`src/rtl/mult_pipe.sv`:
```
// mult_pipe: fully pipelined RISC-V M-extension multiplier (MUL, MULH, MULHSU, MULHU).
//
// Each operand is extended to 2*XLEN bits, and each stage then retires
// BPS = 2*XLEN/STAGES multiplier bits as one partial product folded into a
// running accumulator. Stage 0 does its step on the way into its register, so
// an operation accepted on edge N is in the last register after edge N+STAGES-1.
// The result mux reads only that last register; there is no adder after it.
// STAGES must divide 2*XLEN, and STAGES >= 2.
//
// Ports:
//   clock      - rising-edge clock
//   reset      - asynchronous, active-low reset
//   flush      - synchronous squash of every in-flight operation
//   in_valid   - operation offered           in_ready   - stage 0 can take it
//   in_func    - 00 MUL, 01 MULH, 10 MULHSU, 11 MULHU
//   in_a/in_b  - rs1 / rs2 operands          in_tag     - destination tag
//   out_valid  - result in final stage       out_ready  - consumer takes it
//   out_result - selected product half       out_tag    - tag of that result
//   occupancy  - number of valid stages
module mult_pipe #(
  parameter int XLEN   = 32,
  parameter int STAGES = 4,
  parameter int TAG_W  = 6
) (
  input  logic                         clock,
  input  logic                         reset,
  input  logic                         flush,
  input  logic                         in_valid,
  output logic                         in_ready,
  input  logic [1:0]                   in_func,
  input  logic [XLEN-1:0]              in_a,
  input  logic [XLEN-1:0]              in_b,
  input  logic [TAG_W-1:0]             in_tag,
  output logic                         out_valid,
  input  logic                         out_ready,
  output logic [XLEN-1:0]              out_result,
  output logic [TAG_W-1:0]             out_tag,
  output logic [$clog2(STAGES+1)-1:0]  occupancy
);

  localparam int DW  = 2 * XLEN;
  localparam int BPS = DW / STAGES;
  localparam int OW  = $clog2(STAGES + 1);

  localparam logic [1:0] FN_MUL    = 2'b00;
  localparam logic [1:0] FN_MULH   = 2'b01;
  localparam logic [1:0] FN_MULHSU = 2'b10;

  logic [STAGES-1:0] v_q;
  logic [STAGES-1:0] adv;
  logic [STAGES-1:0] load;
  logic              a_signed;
  logic              b_signed;
  logic [DW-1:0]     ext_a;
  logic [DW-1:0]     ext_b;
  logic              in_xfer;
  logic              out_xfer;

  // MUL takes the low half, which is the same for any extension, so it
  // shares the zero-extended path with MULHU.
  assign a_signed = (in_func == FN_MULH) || (in_func == FN_MULHSU);
  assign b_signed = (in_func == FN_MULH);
  assign ext_a    = {{XLEN{a_signed & in_a[XLEN-1]}}, in_a};
  assign ext_b    = {{XLEN{b_signed & in_b[XLEN-1]}}, in_b};

  // A valid stage moves on when the consumer is ready or when any later
  // stage is empty (bubbles collapse). The mask selects the stages above k;
  // for the last stage it is empty, leaving just out_ready.
  always_comb begin
    adv = '0;
    for (int k = 0; k < STAGES; k++) begin
      adv[k] = v_q[k] & (out_ready | ~&(v_q | ~({STAGES{1'b1}} << (k + 1))));
    end
  end

  assign load     = ~v_q | adv;
  assign in_ready = load[0];
  assign in_xfer  = in_valid & in_ready;
  assign out_xfer = adv[STAGES-1];

  for (genvar k = 0; k < STAGES; k++) begin : g_stage
    // Multiplier bits still unconsumed on entry to this stage.
    localparam int RW = DW - k * BPS;

    logic             s_valid;
    logic [1:0]       s_func;
    logic [TAG_W-1:0] s_tag;
    logic [DW-1:0]    s_mcand;
    logic [DW-1:0]    s_acc;
    logic [RW-1:0]    s_mplier;
    logic [DW-1:0]    acc_d;

    logic             valid_q;
    logic [1:0]       func_q;
    logic [TAG_W-1:0] tag_q;
    logic [DW-1:0]    acc_q;

    if (k == 0) begin : g_src
      assign s_valid  = in_valid;
      assign s_func   = in_func;
      assign s_tag    = in_tag;
      assign s_mcand  = ext_a;
      assign s_mplier = ext_b;
      assign s_acc    = '0;
    end else begin : g_src
      assign s_valid  = adv[k-1];
      assign s_func   = g_stage[k-1].func_q;
      assign s_tag    = g_stage[k-1].tag_q;
      assign s_mcand  = g_stage[k-1].g_carry.mcand_q;
      assign s_mplier = g_stage[k-1].g_carry.mplier_q;
      assign s_acc    = g_stage[k-1].acc_q;
    end

    // Wrap-around modulo 2^DW gives the correct two's-complement product.
    assign acc_d  = s_acc + DW'(s_mplier[BPS-1:0]) * s_mcand;
    assign v_q[k] = valid_q;

    always_ff @(posedge clock or negedge reset) begin
      if (!reset) begin
        valid_q <= 1'b0;
        func_q  <= '0;
        tag_q   <= '0;
        acc_q   <= '0;
      end else begin
        if (flush) begin
          valid_q <= 1'b0;
        end else if (load[k]) begin
          valid_q <= s_valid;
        end
        if (load[k]) begin
          func_q <= s_func;
          tag_q  <= s_tag;
          acc_q  <= acc_d;
        end
      end
    end

    // The last stage has consumed every multiplier bit, so only earlier
    // stages carry the shifted operands forward.
    if (k < STAGES - 1) begin : g_carry
      logic [DW-1:0]     mcand_q;
      logic [RW-BPS-1:0] mplier_q;

      always_ff @(posedge clock or negedge reset) begin
        if (!reset) begin
          mcand_q  <= '0;
          mplier_q <= '0;
        end else if (load[k]) begin
          mcand_q  <= {s_mcand[DW-BPS-1:0], {BPS{1'b0}}};
          mplier_q <= s_mplier[RW-1:BPS];
        end
      end
    end
  end

  assign out_valid  = v_q[STAGES-1];
  assign out_tag    = g_stage[STAGES-1].tag_q;
  assign out_result = (g_stage[STAGES-1].func_q == FN_MUL) ?
                      g_stage[STAGES-1].acc_q[XLEN-1:0] :
                      g_stage[STAGES-1].acc_q[DW-1:XLEN];

  always_ff @(posedge clock or negedge reset) begin
    if (!reset) begin
      occupancy <= '0;
    end else if (flush) begin
      occupancy <= '0;
    end else if (in_xfer && !out_xfer) begin
      occupancy <= occupancy + OW'(1);
    end else if (out_xfer && !in_xfer) begin
      occupancy <= occupancy - OW'(1);
    end
  end

endmodule

```
`config.mk`:
```
export PLATFORM = sky130hd
export DESIGN_NAME = mult_pipe
export DESIGN_NICKNAME = d
export VERILOG_FILES = /design/src/rtl/mult_pipe.sv
export SDC_FILE = /design/constraint.sdc
export NUM_CORES = 2
export LEC_CHECK = 0
export ABC_CLOCK_PERIOD_IN_PS = 11400
export CORE_ASPECT_RATIO = 0.9
export CORE_MARGIN = 5
export CORE_UTILIZATION = 55
export CTS_CLUSTER_SIZE = 12
export DETAILED_ROUTE_END_ITERATION = 16
export PLACE_DENSITY_LB_ADDON = 0.3
export SYNTH_ARGS = -nofsm -noshare
export SYNTH_HDL_FRONTEND = slang
export SYNTH_SLANG_ARGS = --single-unit
```
`constraint.sdc`:
```
create_clock -name clock -period 11.4 [get_ports clock]
set_input_delay 1.71 -clock clock [delete_from_list [all_inputs] [get_ports clock]]
set_output_delay 1.71 -clock clock [all_outputs]
set_load 0.03 [all_outputs]
```
==> qor.yml <==
startpoint_type: "flop"
antenna_found_initial: 0
io_buffers: 119
async_flop_share: 1.00
critical_path_class: "flop to flop"
hp-class: "flop to flop"
required_ns: 11.87
cts_buffers: 45
fin_setup_tns_ns: 0
hold_viol_final: 0
num_rows: 116
stdcell_count: 8352
htree_levels: 2
finalCritPeriodShare: 0.861
yosysWarnings: 0
grt.overflow.total: 0
worstSkewPairLatency_ns: 0.63
die_height_um: 327
cts_setup_buffers: 0
grt_first_pass_wirelength_um: 274000
synth_nets: 8533
path_clk_slew_ns: 0.06
grt_busiest_layer: "met2"
antenna_left: 0
ys_ff_latch: 381
clk_path_buf_depth: 3
syn_area_per_cell_um2: 8.93
layout_commonest_cell: "nand2_1"
start_util: 0.554
viasPerCell: 5.52
clock-sinks: 381
grt_use_met1: 0.416
antennaDiodeCount: 0
synth_area_um2: 61600
holdBufCountCts: 0
end_kind: "flop"
max-slew-margin-rel: 0.182
place_area_um2: 64200
met3_usage: 0.0706
cp_slowest_cell: "dfrtp_1"
worstPathMaxFanout: 19
wl_um: 170000
min_period_ns: 9.82
fillCellCount: 9787
die_x_um: 363
cts_resized: 0
fin_worst_skew_ns: 0.0317
fmaxAchievable_mhz: 102
synth_ff_type: "dfrtp_1"
syn_to_final_growth_pct: 6.74
status: "complete, no violations"
max_slew.worst_pin.slew_ns: 1.22
maxCapViolCount: 0
multi_input_area_um2: 46100
drc: 0
finalSetupViolCount: 0
grt_use_met2: 0.455
most-common-layout-cells: "nand2_1, inv_1, fa_1"
synthTopCellsByArea: "fa_1, dfrtp_1, nand2_1, inv_1, ha_1"
synth_edf_count: 0
wire_per_inst_um: 20.4
grt_pass1_vias: 48522
cts_tree: "done"
place_hpwl_um: 136000
crit_arrival_ns: 10.29
regArea_um2: 9530
vias: 46142
drv_slew: 0
yosysTopAreaCell: "fa_1"
fin_nets: 8487
io_pins: 120
cpPeakStageDelay_ns: 0.87
drive_above_1_share: 0.0307
die_area_um2: 119000
drt_iter0_markers: 3870
grt_max_degree: 103
synth_seq_area_share: 0.155
cp_common_cell: "fa_1"
final_area_um2: 65700
clockRootBuffer: "clkbuf_16"
yosysTopAreaCellShare: 0.392
rsz0062_at_grt: "false"
netlist_instances: 6894
synth_cell_types: 76
place.gp.congestion: 1.01
dp.cells: 8276
dr.pass1.iters: 7
grt_use_total: 0.294
design.core.area_um2: 111000
-- per-layer routing --
layer,share of wire,vias to the layer above
met5,0,-
met4,0.035,0
met3,0.094,336
met2,0.45,1878
met1,0.42,23322
li1,-,20606
-- per-stage QoR --
stage / hold slack [ns] / util / worst slack [ns]
2_1_floorplan: 0.431 / - / 2.88
3_3_place_gp: 0.443 / 0.577 / 1.97
3_5_place_dp: 0.448 / 0.577 / 1.75
4_1_cts: 0.443 / 0.591 / 1.72
5_1_grt: 0.458 / 0.591 / 1.19
6_report: 0.451 / 0.591 / 1.58
-- synth_stat cells (71+ instances only) --
library cell	count
fa_1	1207
dfrtp_1	381
nand2_1	1523
inv_1	1304
o21ai_0	142
xor2_1	71
xnor2_1	169
and2_1	454
a21oi_1	246
clkbuf_1	292
a21o_1	107
nor2_1	185
ha_1	355
-- critical path, delay by kind of cell (launching register included) --
kind / cells / cell delay [ns]
AOI/OAI and AO/OA: 13 / 3.04
xor gates and xnor gates: 2 / 0.39
adders and majority gates: 8 / 3.78
buffers and inverters: 5 / 0.53
DFF: 1 / 0.87
and+or+nand+nor: 5 / 1.08
-- layout make-up --
| class | instances | share of cell area |
|---|---|---|
| flip-flops and latches | 381 | 0.145 |
| well taps | 1475 | 0.0281 |
| clock buffers | 56 | 0.0185 |
| clock inverters | 20 | 0.00510 |
| multi-input cells | 4911 | 0.701 |
| repair buffers | 204 | 0.0279 |
| inverters | 1305 | 0.0746 |
-- cell families after synthesis --
family / Yosys count / synth area share
XOR/XNOR: 241 / 0.0345
adder cells (fa/ha/maj): 1562 / 0.465
multiplexers: 35 / 0.00644
buffers and inverters: 1602 / 0.0977
flip-flops: 381 / 0.155
AO/OA/AOI/OAI: 718 / 0.0726
AND/OR/NAND/NOR: 2355 / 0.169
-- path summary, 6_finish.rpt --
check	cells past startpoint	slack, ns	from	end
min	2	0.45	g_stage[0].tag_q[4]	g_stage[1].tag_q[4]
max in group asynchronous	2	8.78	reset	g_stage[3].acc_q[60]
max reg2reg	33	1.58	g_stage[0].g_carry.mplier_q[2]	g_stage[1].acc_q[57]
min in group asynchronous	1	1.11	reset	occupancy[2]
max	33	1.58	g_stage[0].g_carry.mplier_q[2]	g_stage[1].acc_q[57]
min reg2reg	2	0.45	g_stage[0].tag_q[4]	g_stage[1].tag_q[4]
-- registers in the layout, indices dropped and copies added (netlist names) --
register                  count
g_stage.acc_q               242
g_stage.g_carry.mcand_q      81
g_stage.g_carry.mplier_q     19
g_stage.tag_q                18
g_stage.func_q                8
out_tag                       6
g_stage.valid_q               3
occupancy                     3
out_valid                     1
Power is not shown: default switching activity piles up to over one toggle a cycle in this logic, so the estimate is an artifact.
